`src/rtl/pipe_hazard_pc_unit_if.sv`:
```
// Pipeline-control bundle between the hazard/PC unit and the core datapath.
// The core (master) drives the ID/WB status; the unit (slave) returns the PC and strobes.
interface pipe_hazard_pc_unit_if #(
   parameter int unsigned ADDR_W = 32,
   parameter int unsigned REG_AW = 6,
   parameter int unsigned CNT_W  = 16
) ();
   logic              in_ctrl_stall_ext;
   logic              in_id_valid;
   logic [REG_AW-1:0] in_id_rs;
   logic [REG_AW-1:0] in_id_rt;
   logic              in_id_uses_rs;
   logic              in_id_uses_rt;
   logic              in_id_regwrt;
   logic [REG_AW-1:0] in_id_rd;
   logic              in_redirect;
   logic [ADDR_W-1:0] in_redirect_pc;
   logic [ADDR_W-1:0] out_pc;
   logic              out_ctrl_pcwrt;
   logic              out_ctrl_ifid_wrt;
   logic              out_ctrl_ifid_flush;
   logic              out_ctrl_idex_flush;
   logic [CNT_W-1:0]  out_stall_cnt;
   logic [CNT_W-1:0]  out_flush_cnt;

   modport master (
      output in_ctrl_stall_ext, in_id_valid, in_id_rs, in_id_rt, in_id_uses_rs,
             in_id_uses_rt, in_id_regwrt, in_id_rd, in_redirect, in_redirect_pc,
      input  out_pc, out_ctrl_pcwrt, out_ctrl_ifid_wrt, out_ctrl_ifid_flush,
             out_ctrl_idex_flush, out_stall_cnt, out_flush_cnt
   );

   modport slave (
      input  in_ctrl_stall_ext, in_id_valid, in_id_rs, in_id_rt, in_id_uses_rs,
             in_id_uses_rt, in_id_regwrt, in_id_rd, in_redirect, in_redirect_pc,
      output out_pc, out_ctrl_pcwrt, out_ctrl_ifid_wrt, out_ctrl_ifid_flush,
             out_ctrl_idex_flush, out_stall_cnt, out_flush_cnt
   );
endinterface

```
`src/rtl/pipe_hazard_pc_unit.sv`:
```
// PC owner and pipeline-control unit for the 4-stage core.
// A shift-register scoreboard tracks in-flight register writes (slot 0 = EX,
// slot WB_LAT-1 = WB) and stalls ID on RAW hazards; WB-resolved redirects
// reload the PC and squash younger work. Stall/flush counters saturate.
module pipe_hazard_pc_unit #(
   parameter int unsigned ADDR_W   = 32,
   parameter int unsigned REG_AW   = 6,
   parameter int unsigned PC_STEP  = 1,
   parameter int unsigned RESET_PC = 0,
   parameter int unsigned WB_LAT   = 2,
   parameter int unsigned CNT_W    = 16
) (
   input logic                  clk,
   input logic                  rst,
   pipe_hazard_pc_unit_if.slave bus
);

   logic [ADDR_W-1:0] pc;
   logic [WB_LAT-1:0] sb_vld;
   logic [REG_AW-1:0] sb_rd [WB_LAT];
   logic [CNT_W-1:0]  stall_cnt;
   logic [CNT_W-1:0]  flush_cnt;
   logic              haz;

   function automatic logic [CNT_W-1:0] sat_inc(input logic [CNT_W-1:0] v);
      return (&v) ? v : v + CNT_W'(1);
   endfunction

   // RAW detect: the WB slot still blocks because the register file writes at the edge
   always_comb begin
      haz = 1'b0;
      for (int k = 0; k < int'(WB_LAT); k++) begin
         if (sb_vld[k] && ((bus.in_id_uses_rs && (bus.in_id_rs == sb_rd[k])) ||
                           (bus.in_id_uses_rt && (bus.in_id_rt == sb_rd[k]))))
            haz = 1'b1;
      end
      haz = haz & bus.in_id_valid;
   end

   // Strobes in priority order: reset, external freeze, redirect, hazard, normal
   always_comb begin
      bus.out_ctrl_pcwrt      = 1'b1;
      bus.out_ctrl_ifid_wrt   = 1'b1;
      bus.out_ctrl_ifid_flush = 1'b0;
      bus.out_ctrl_idex_flush = 1'b0;
      if (rst) begin
         bus.out_ctrl_pcwrt      = 1'b0;
         bus.out_ctrl_ifid_flush = 1'b1;
         bus.out_ctrl_idex_flush = 1'b1;
      end else if (bus.in_ctrl_stall_ext) begin
         bus.out_ctrl_pcwrt    = 1'b0;
         bus.out_ctrl_ifid_wrt = 1'b0;
      end else if (bus.in_redirect) begin
         bus.out_ctrl_ifid_flush = 1'b1;
         bus.out_ctrl_idex_flush = 1'b1;
      end else if (haz) begin
         bus.out_ctrl_pcwrt      = 1'b0;
         bus.out_ctrl_ifid_wrt   = 1'b0;
         bus.out_ctrl_idex_flush = 1'b1;
      end
   end

   // PC, scoreboard valids and counters; a freeze holds everything including a pending redirect
   always_ff @(posedge clk) begin
      if (rst) begin
         pc        <= ADDR_W'(RESET_PC);
         sb_vld    <= '0;
         stall_cnt <= '0;
         flush_cnt <= '0;
      end else if (!bus.in_ctrl_stall_ext) begin
         if (bus.in_redirect) begin
            // younger slots are squashed and the WB slot retires, so nothing survives
            pc        <= bus.in_redirect_pc;
            sb_vld    <= '0;
            flush_cnt <= sat_inc(flush_cnt);
         end else begin
            for (int k = 1; k < int'(WB_LAT); k++)
               sb_vld[k] <= sb_vld[k-1];
            if (haz) begin
               sb_vld[0] <= 1'b0;
               stall_cnt <= sat_inc(stall_cnt);
            end else begin
               sb_vld[0] <= bus.in_id_valid & bus.in_id_regwrt;
               pc        <= pc + ADDR_W'(PC_STEP);
            end
         end
      end
   end

   // Destination indices travel with the valids; only the valid bits need reset
   always_ff @(posedge clk) begin
      if (!bus.in_ctrl_stall_ext) begin
         for (int k = 1; k < int'(WB_LAT); k++)
            sb_rd[k] <= sb_rd[k-1];
         sb_rd[0] <= bus.in_id_rd;
      end
   end

   assign bus.out_pc        = pc;
   assign bus.out_stall_cnt = stall_cnt;
   assign bus.out_flush_cnt = flush_cnt;

endmodule

```
`src/flat_wrapper.sv`:
```
// flat-port wrapper written by rule: the top's interface ports become plain ports
module pipe_hazard_pc_unit_flat 
#(
   parameter int unsigned ADDR_W   = 32,
   parameter int unsigned REG_AW   = 6,
   parameter int unsigned PC_STEP  = 1,
   parameter int unsigned RESET_PC = 0,
   parameter int unsigned WB_LAT   = 2,
   parameter int unsigned CNT_W    = 16
)
  (clk, rst, bus_in_ctrl_stall_ext, bus_in_id_valid, bus_in_id_rs, bus_in_id_rt, bus_in_id_uses_rs, bus_in_id_uses_rt, bus_in_id_regwrt, bus_in_id_rd, bus_in_redirect, bus_in_redirect_pc, bus_out_pc, bus_out_ctrl_pcwrt, bus_out_ctrl_ifid_wrt, bus_out_ctrl_ifid_flush, bus_out_ctrl_idex_flush, bus_out_stall_cnt, bus_out_flush_cnt);
  pipe_hazard_pc_unit_if #(.ADDR_W(ADDR_W), .REG_AW(REG_AW), .CNT_W(CNT_W)) bus_i ();
  input logic clk;
  input logic rst;
  input wire logic [$bits(bus_i.in_ctrl_stall_ext)-1:0] bus_in_ctrl_stall_ext;
  input wire logic [$bits(bus_i.in_id_valid)-1:0] bus_in_id_valid;
  input wire logic [$bits(bus_i.in_id_rs)-1:0] bus_in_id_rs;
  input wire logic [$bits(bus_i.in_id_rt)-1:0] bus_in_id_rt;
  input wire logic [$bits(bus_i.in_id_uses_rs)-1:0] bus_in_id_uses_rs;
  input wire logic [$bits(bus_i.in_id_uses_rt)-1:0] bus_in_id_uses_rt;
  input wire logic [$bits(bus_i.in_id_regwrt)-1:0] bus_in_id_regwrt;
  input wire logic [$bits(bus_i.in_id_rd)-1:0] bus_in_id_rd;
  input wire logic [$bits(bus_i.in_redirect)-1:0] bus_in_redirect;
  input wire logic [$bits(bus_i.in_redirect_pc)-1:0] bus_in_redirect_pc;
  output wire logic [$bits(bus_i.out_pc)-1:0] bus_out_pc;
  output wire logic [$bits(bus_i.out_ctrl_pcwrt)-1:0] bus_out_ctrl_pcwrt;
  output wire logic [$bits(bus_i.out_ctrl_ifid_wrt)-1:0] bus_out_ctrl_ifid_wrt;
  output wire logic [$bits(bus_i.out_ctrl_ifid_flush)-1:0] bus_out_ctrl_ifid_flush;
  output wire logic [$bits(bus_i.out_ctrl_idex_flush)-1:0] bus_out_ctrl_idex_flush;
  output wire logic [$bits(bus_i.out_stall_cnt)-1:0] bus_out_stall_cnt;
  output wire logic [$bits(bus_i.out_flush_cnt)-1:0] bus_out_flush_cnt;
  assign bus_i.in_ctrl_stall_ext = bus_in_ctrl_stall_ext;
  assign bus_i.in_id_valid = bus_in_id_valid;
  assign bus_i.in_id_rs = bus_in_id_rs;
  assign bus_i.in_id_rt = bus_in_id_rt;
  assign bus_i.in_id_uses_rs = bus_in_id_uses_rs;
  assign bus_i.in_id_uses_rt = bus_in_id_uses_rt;
  assign bus_i.in_id_regwrt = bus_in_id_regwrt;
  assign bus_i.in_id_rd = bus_in_id_rd;
  assign bus_i.in_redirect = bus_in_redirect;
  assign bus_i.in_redirect_pc = bus_in_redirect_pc;
  assign bus_out_pc = bus_i.out_pc;
  assign bus_out_ctrl_pcwrt = bus_i.out_ctrl_pcwrt;
  assign bus_out_ctrl_ifid_wrt = bus_i.out_ctrl_ifid_wrt;
  assign bus_out_ctrl_ifid_flush = bus_i.out_ctrl_ifid_flush;
  assign bus_out_ctrl_idex_flush = bus_i.out_ctrl_idex_flush;
  assign bus_out_stall_cnt = bus_i.out_stall_cnt;
  assign bus_out_flush_cnt = bus_i.out_flush_cnt;
  pipe_hazard_pc_unit #(.ADDR_W(ADDR_W), .REG_AW(REG_AW), .PC_STEP(PC_STEP), .RESET_PC(RESET_PC), .WB_LAT(WB_LAT), .CNT_W(CNT_W)) u_core (.clk(clk), .rst(rst), .bus(bus_i));
endmodule
```
`config.mk`:
```
export PLATFORM = sky130hd
export DESIGN_NAME = pipe_hazard_pc_unit_flat
export DESIGN_NICKNAME = d
export VERILOG_FILES = /design/src/rtl/pipe_hazard_pc_unit_if.sv /design/src/rtl/pipe_hazard_pc_unit.sv /design/src/flat_wrapper.sv
export SDC_FILE = /design/constraint.sdc
export NUM_CORES = 1
export LEC_CHECK = 0
export CORE_MARGIN = 2
export CORE_UTILIZATION = 50
export DETAILED_ROUTE_END_ITERATION = 8
export PLACE_DENSITY = 0.83
export REMOVE_ABC_BUFFERS = 1
export SLEW_MARGIN = 20
export SYNTH_ARGS = -nofsm -noshare
export SYNTH_HDL_FRONTEND = slang
export SYNTH_SLANG_ARGS = --single-unit
```
`constraint.sdc`:
```
create_clock -name clk -period 3.7 [get_ports clk]
set_input_delay 0.74 -clock clk [delete_from_list [all_inputs] [get_ports clk]]
set_output_delay 0.74 -clock clk [all_outputs]
set_load 0.03 [all_outputs]
```
==> results of run 1 <==
-- state kept, by name (all words and copies together), names as in the netlist --
signal,flops
u_core.bus.out_flush_cnt,16
u_core.bus.out_pc,32
u_core.bus.out_stall_cnt,16
u_core.sb_rd,12
u_core.sb_vld,2
-- synth_stat cells, types with 11 or more instances --
cell	instances
dfxtp_1	66
nand2_1	65
a21oi_1	46
nor2_1	41
clkbuf_1	32
nand3_1	28
xnor2_1	27
o31ai_1	25
nand4_1	19
o21ai_0	14
a31oi_1	13
and3_1	12
edfxtp_1	12
o21ai_1	12
xor2_1	12
or4_1	11
-- cell type report --
type | count | area share [%]
Antenna cell | 1 | 0.04263
Inverter | 7 | 0.4477
Clock buffer | 9 | 2.110
Sequential cell | 78 | 28.65
Timing Repair Buffer | 136 | 22.51
Clock inverter | 7 | 0.9166
Tap cell | 108 | 2.302
Multi-Input combinational cell | 413 | 43.02
-- metrics by stage --
step                      hold WS, ps  power, uW  util, %  worst slack [ps]
after global placement          458.5       1245    65.85             105.3
after global routing            521.0       1916    67.97             342.0
final                           485.9       1838    67.97             435.6
after CTS                       492.1       1848    67.91             59.77
after floorplan                 439.0       1084        -             88.44
after detailed placement        481.3       1256    65.85             67.84
-- placed cells by master, fill, tap and decap left out, types with 3 or more instances in the layout --
cell and instances:
clkbuf_8 9, ha_1 3, o21a_1 4, o22a_1 4, o31ai_1 25, dfxtp_1 66
nand2_1 65, a31oi_1 13, buf_4 13, o211ai_1 3, edfxtp_1 12, and4_1 5
nor2b_1 5, nor2_1 41, a21o_1 3, or3_1 3, clkdlybuf4s50_1 120, mux2i_1 5
o21ai_1 12, inv_1 7, and3_1 12, a211oi_1 3, and2_1 4, xor2_1 12
o41ai_1 6, nor4_1 6, xnor2_1 27, o21ai_0 14, nor3_1 4, or4_1 11
inv_6 4, nand4_1 19, a21oi_1 46, nand3_1 28
-- worst max-delay path, cell delays in order --
cell and delay (ps):
clkdlybuf4s50_1 530, xnor2_1 150, nand4_1 140, o22a_1 210, o22a_1 220, nor2_1 100, a21o_1 150, dlymetal6s2s_1 290
-- cells by family (layout without fill, tap and decap cells) --
logic type | after synthesis | in the layout | share of synthesized area (%)
DFF | 78 | 78 | 38.25
other | 0 | 1 | 0
AOI/OAI and AO/OA | 153 | 153 | 22.79
adders and majority gates | 3 | 3 | 0.8538
muxes | 5 | 5 | 1.138
buffers and inverters | 47 | 159 | 4.468
xor gates and xnor gates | 39 | 39 | 7.769
and+or+nand+nor | 213 | 213 | 24.73
-- report_power, final --
group,switching (uW),total [uW],internal (uW)
clock,348,600,252
sequential,41.3,932,891
combinational,157,306,149
-- metal layers --
layer	track usage, %	routed length, um	part of all wire, %
met3	4.653	581	4.7
met2	42.23	6000	48
met1	33.59	5413	44
met4	11.22	413	3.3
met5	0	0	0
-- worst paths after layout --
path	slack (ps)	to	depth (start not counted)
worst max-delay path	440	bus_out_ctrl_idex_flush	8
worst min-delay path	490	u_core.sb_vld[0]	2
worst max register to register	1090	u_core.bus.out_stall_cnt[13]	7
worst min register to register	490	u_core.sb_vld[0]	2
==> impl_metrics.csv, run 1 <==
group,metric,value,unit
sta,period_needed,3264,ps
route,drt_iter0_markers,238,
sta,tns,0,ps
die,fp.coreArea,0.008636,mm2
die,rows,34,
yosys,synth.top_cell.area_share,30.05,%
yosys,synthTopCellsByArea,"dfxtp_1 (30%), edfxtp_1 (8.2%), nand2_1 (5.5%)",
setup_path,path_max_fanout,2,
yosys,ys_warn_count,0,
yosys,ys_ff_latch,78,
grt,grt_pass1_vias,4329,
setup_path,r2r_start,"u_core.sb_rd[0][5]",
clock_network,htree_levels,3,
yosys,ys_seq_area_share,38.25,%
setup_path,crit_arrival,2520,ps
sta,rsz0062_at_grt,"no",
setup_path,crit_start,"bus_in_id_rt[2]",
clock_network,clockBufferDepth,2,
layout,fillers,722,
sta,hold_viol,0,
yosys,ys_types,57,
place,io_buffers,125,
die,num_io_pins,126,
grt,grt_max_degree,83,
setup_path,cp-end-kind,"output port",
run_status,status,"finished, final reports clean",
yosys,netlist_instances,538,
pwr,leakage,0.001970,uW
grt,grtUsageTotal,25.79,%
pwr,ir_worst_vdd,0.1979,mV
job,cap_violations,0,
sta,tightest_slew,986.0,ps
layout,regArea,0.001682,mm2
die,start_util,50.91,%
clock_network,ctsResizeCount,0,
layout,fin_nets,706,
sta,max_freq,0.3063,GHz
place,dp_cells,742,
clock_network,worstSkewPairLatency,360,ps
yosys,synth_edf_count,12,
clock_network,post_cts_buffers,0,
route,vias,4528,
route,routed_wl,12410,um
pwr,power.density,313.2,mW/mm2
layout,drive_above_1_share,6.154,%
sta,relSlewSlack,34.27,%
place,placed_area,0.005687,mm2
grt,grt_antenna_before_repair,1,
sta,slew_violations,0,
place,globalplace.congestion,0.8451,
route,ant_nets,0,
route,avgRoutedWirePerCell,16.35,um
die,die_h,97.78,um
grt,grt_pass1_wl,20580,um
min_path,min_path_type,"flip-flop to flip-flop",
route,via_per_inst,5.966,
layout,syn2layout_area_growth,33.49,%
setup_path,crit_required,2960,ps
setup_path,crit_path_start_kind,"input port",
place,dp_hpwl,8635,um
layout,layout.cells.non_filler,759,
grt,grt_overflow_total,0,
yosys,syn_area,0.004397,mm2
clock_network,cts_root_buffer,"clkbuf_8",
yosys,async_flop_share,0,%
yosys,synth_flop_cell,"dfxtp_1",
setup_path,critical_path_class,"input port to output port",
sta,post-route-period-util,88.23,%
layout,final_area,0.005869,mm2
min_path,min_from,"u_core.sb_vld[0]",
route,dr.pass1.iters,5,
route,drc,0,
layout,multi_input_area,0.002525,mm2
sta,setup_viol,0,
clock_network,clk_pin_slew,80,ps
clock_network,numCtsBuffers,9,
yosys,yosysTopAreaCell,"dfxtp_1",
sta,fin_skew,11.82,ps
clock_network,cts_num_sinks,78,
clock_network,ctsHoldBuffers,0,
clock_network,cts_tree,"built",
die,die_w,97.78,um
die,dieArea,0.009560,mm2
yosys,avgSynthCellArea,8.172,um2
No activity file was read; power rests on OpenSTA's default activity.
==> run 2, diff against run 1 <==
--- a/config.mk
+++ b/config.mk
@@ -5,10 +5,12 @@
 export SDC_FILE = /design/constraint.sdc
 export NUM_CORES = 1
 export LEC_CHECK = 0
+export CELL_PAD_IN_SITES_DETAIL_PLACEMENT = 2
+export CELL_PAD_IN_SITES_GLOBAL_PLACEMENT = 2
 export CORE_MARGIN = 2
-export CORE_UTILIZATION = 50
+export CORE_UTILIZATION = 29
 export DETAILED_ROUTE_END_ITERATION = 8
-export PLACE_DENSITY = 0.83
+export PLACE_DENSITY_LB_ADDON = 0.1
 export REMOVE_ABC_BUFFERS = 1
 export SLEW_MARGIN = 20
 export SYNTH_ARGS = -nofsm -noshare
==> run 2 against run 1 <==
Against the previous run:
- cell count up 10%
- power up 19%
- wire length up 25%
- die area up 69%
- combinational power up 2%
- fmax about the same
- largest power group is now clock
- worst hold slack worse by 2.8 ps
- sequential power about the same
- via count up 0.49%
- critical path depth unchanged
- core utilization down 28 points
==> impl_metrics.csv, run 2 (same netlist as run 1, synthesis figures left out) <==
group,metric,value,unit
run_status,status,"finished, final reports clean",
sta,fin_skew,9.921,ps
pwr,power.density,360.5,mW/mm2
route,ant_nets,0,
clock_network,numCtsBuffers,9,
sta,tightest_slew,1032,ps
setup_path,path_max_fanout,4,
die,fp.coreArea,0.01503,mm2
setup_path,path_common_cell,"o22a_1",
pwr,leakage,0.002013,uW
setup_path,crit_arrival,2520,ps
route,vias,4550,
die,dieArea,0.01616,mm2
grt,grt_pass1_wl,25140,um
route,drc,0,
grt,grtUsageTotal,19.36,%
setup_path,r2r_slack,1120,ps
die,die_w,127.1,um
die,rows,45,
route,routed_wl,15510,um
layout,drive_above_1_share,5.710,%
layout,fin_nets,704,
setup_path,critical_path_class,"input port to output port",
setup_path,crit_family,"compound AO/OA/AOI/OAI gates",
sta,post-route-period-util,88.17,%
place,io_buffers,125,
sta,tns,0,ps
setup_path,cp_slowest_cell,"clkdlybuf4s50_1",
pwr,ir_worst_vdd,0.2013,mV
layout,diodes,0,
place,placed_area,0.005767,mm2
die,start_util,29.25,%
clock_network,cts_num_sinks,78,
job,cap_violations,0,
clock_network,htree_levels,3,
clock_network,post_cts_buffers,0,
sta,hold_viol,0,
grt,grt_pass1_vias,4796,
clock_network,clk_pin_slew,60,ps
clock_network,cts_root_buffer,"clkbuf_16",
setup_path,crit_path_start_kind,"input port",
setup_path,crit_chain,"clkdlybuf4s50_1 -> xnor2_1 -> nand3_1 -> o22a_1 -> o22a_1 -> nor2_1 -> a21o_1 -> buf_4",
sta,relSlewSlack,31.17,%
place,globalplace.congestion,0.8569,
clock_network,ctsResizeCount,0,
place,dp_hpwl,10910,um
setup_path,cp-end-kind,"output port",
grt,grt_antenna_before_repair,1,
die,die_h,127.1,um
min_path,min_path_type,"flip-flop to flip-flop",
layout,layout_commonest_cell,"clkdlybuf4s50_1",
sta,period_needed,3262,ps
clock_network,ctsHoldBuffers,0,
setup_path,max_stage_delay,470,ps
layout,largest_reg_flops,32,
layout,syn2layout_area_growth,38.28,%
sta,max_freq,0.3065,GHz
setup_path,crit_required,2960,ps
grt,grt_overflow_total,0,
sta,setup_viol,0,
route,dr.pass1.iters,4,
die,num_io_pins,126,
sta,slew_violations,0,
layout,final_area,0.006080,mm2
clock_network,clockBufferDepth,2,
layout,final_cell_mix,"clkdlybuf4s50_1 (119), dfxtp_1 (66), nand2_1 (65), a21oi_1 (46), nor2_1 (41)",
setup_path,cp_num_buf_inv,2,
route,avgRoutedWirePerCell,18.55,um
clock_network,cts_tree,"built",
route,via_per_inst,5.443,
sta,rsz0062_at_grt,"no",
clock_network,worstSkewPairLatency,340,ps
route,drt_iter0_markers,194,
grt,grt_max_degree,91,
[run 2: changes by cell type in the layout (fill, tap and decap cells not counted), moves of 3 or more]
cell,previous run,this run
inv_6,4,0
clkbuf_8,9,1
clkbuf_16,0,10
clkbuf_1,0,3
[run 2: path summary, 6_finish.rpt]
| kind | startpoint | end | cells after the start |
|---|---|---|---|
| max | bus_in_id_rt[4] | bus_out_ctrl_idex_flush | 8 |
| min | u_core.sb_vld[0] | u_core.sb_vld[0] | 2 |
| max reg2reg | u_core.sb_rd[0][4] | u_core.bus.out_pc[4] | 7 |
| min reg2reg | u_core.sb_vld[0] | u_core.sb_vld[0] | 2 |
[run 2: metrics by stage]
step	instances	total power (uW)	hold WS (ps)	utilization, %	setup slack [ps]
floorplan	498	1084	439.0	-	88.44
global placement	820	1258	457.9	38.36	492.6
detailed placement	820	1268	490.0	38.36	350.9
CTS	836	2226	494.4	40.44	419.9
global route	836	2292	548.9	40.44	350.4
finish	836	2192	483.2	40.44	437.8
[run 2: area by class of cell]
class / count / area, um2
clock inverter: 2 / 37.54
fill: 1688 / 8954
inverter: 7 / 26.28
clock buffer: 14 / 275.3
multi-input combinational: 413 / 2525
timing repair buffer: 134 / 1299
tap: 188 / 235.2
sequential: 78 / 1682
[run 2: power by group]
part,switching [uW],total [uW],internal [uW]
Combinational,166,313,147
Sequential,42.6,935,892
Clock,360,944,583
[run 2: routing by layer]
| layer | vias to the layer above | routed length [um] | track usage [%] |
|---|---|---|---|
| met2 | 79 | 7338 | 32.76 |
| met4 | 2 | 120 | 3.878 |
| li1 | 2203 | - | - |
| met3 | 9 | 678 | 5.276 |
| met1 | 2257 | 7359 | 24.92 |
| met5 | - | 13 | 0 |
[run 2: worst min-delay path, delay by kind of cell, from the launching register on]
kind            cells  cell delay, ps
simple gates        1              60
flops               1             320
compound gates      1              50
==> run 3, diff against run 2 <==
--- a/config.mk
+++ b/config.mk
@@ -10,6 +10,7 @@
 export CORE_MARGIN = 2
 export CORE_UTILIZATION = 29
 export DETAILED_ROUTE_END_ITERATION = 8
+export HOLD_SLACK_MARGIN = 0.06
 export PLACE_DENSITY_LB_ADDON = 0.1
 export REMOVE_ABC_BUFFERS = 1
 export SLEW_MARGIN = 20
==> results of run 3 <==
Final layout, timing and power as in run 2 (identical DEF).
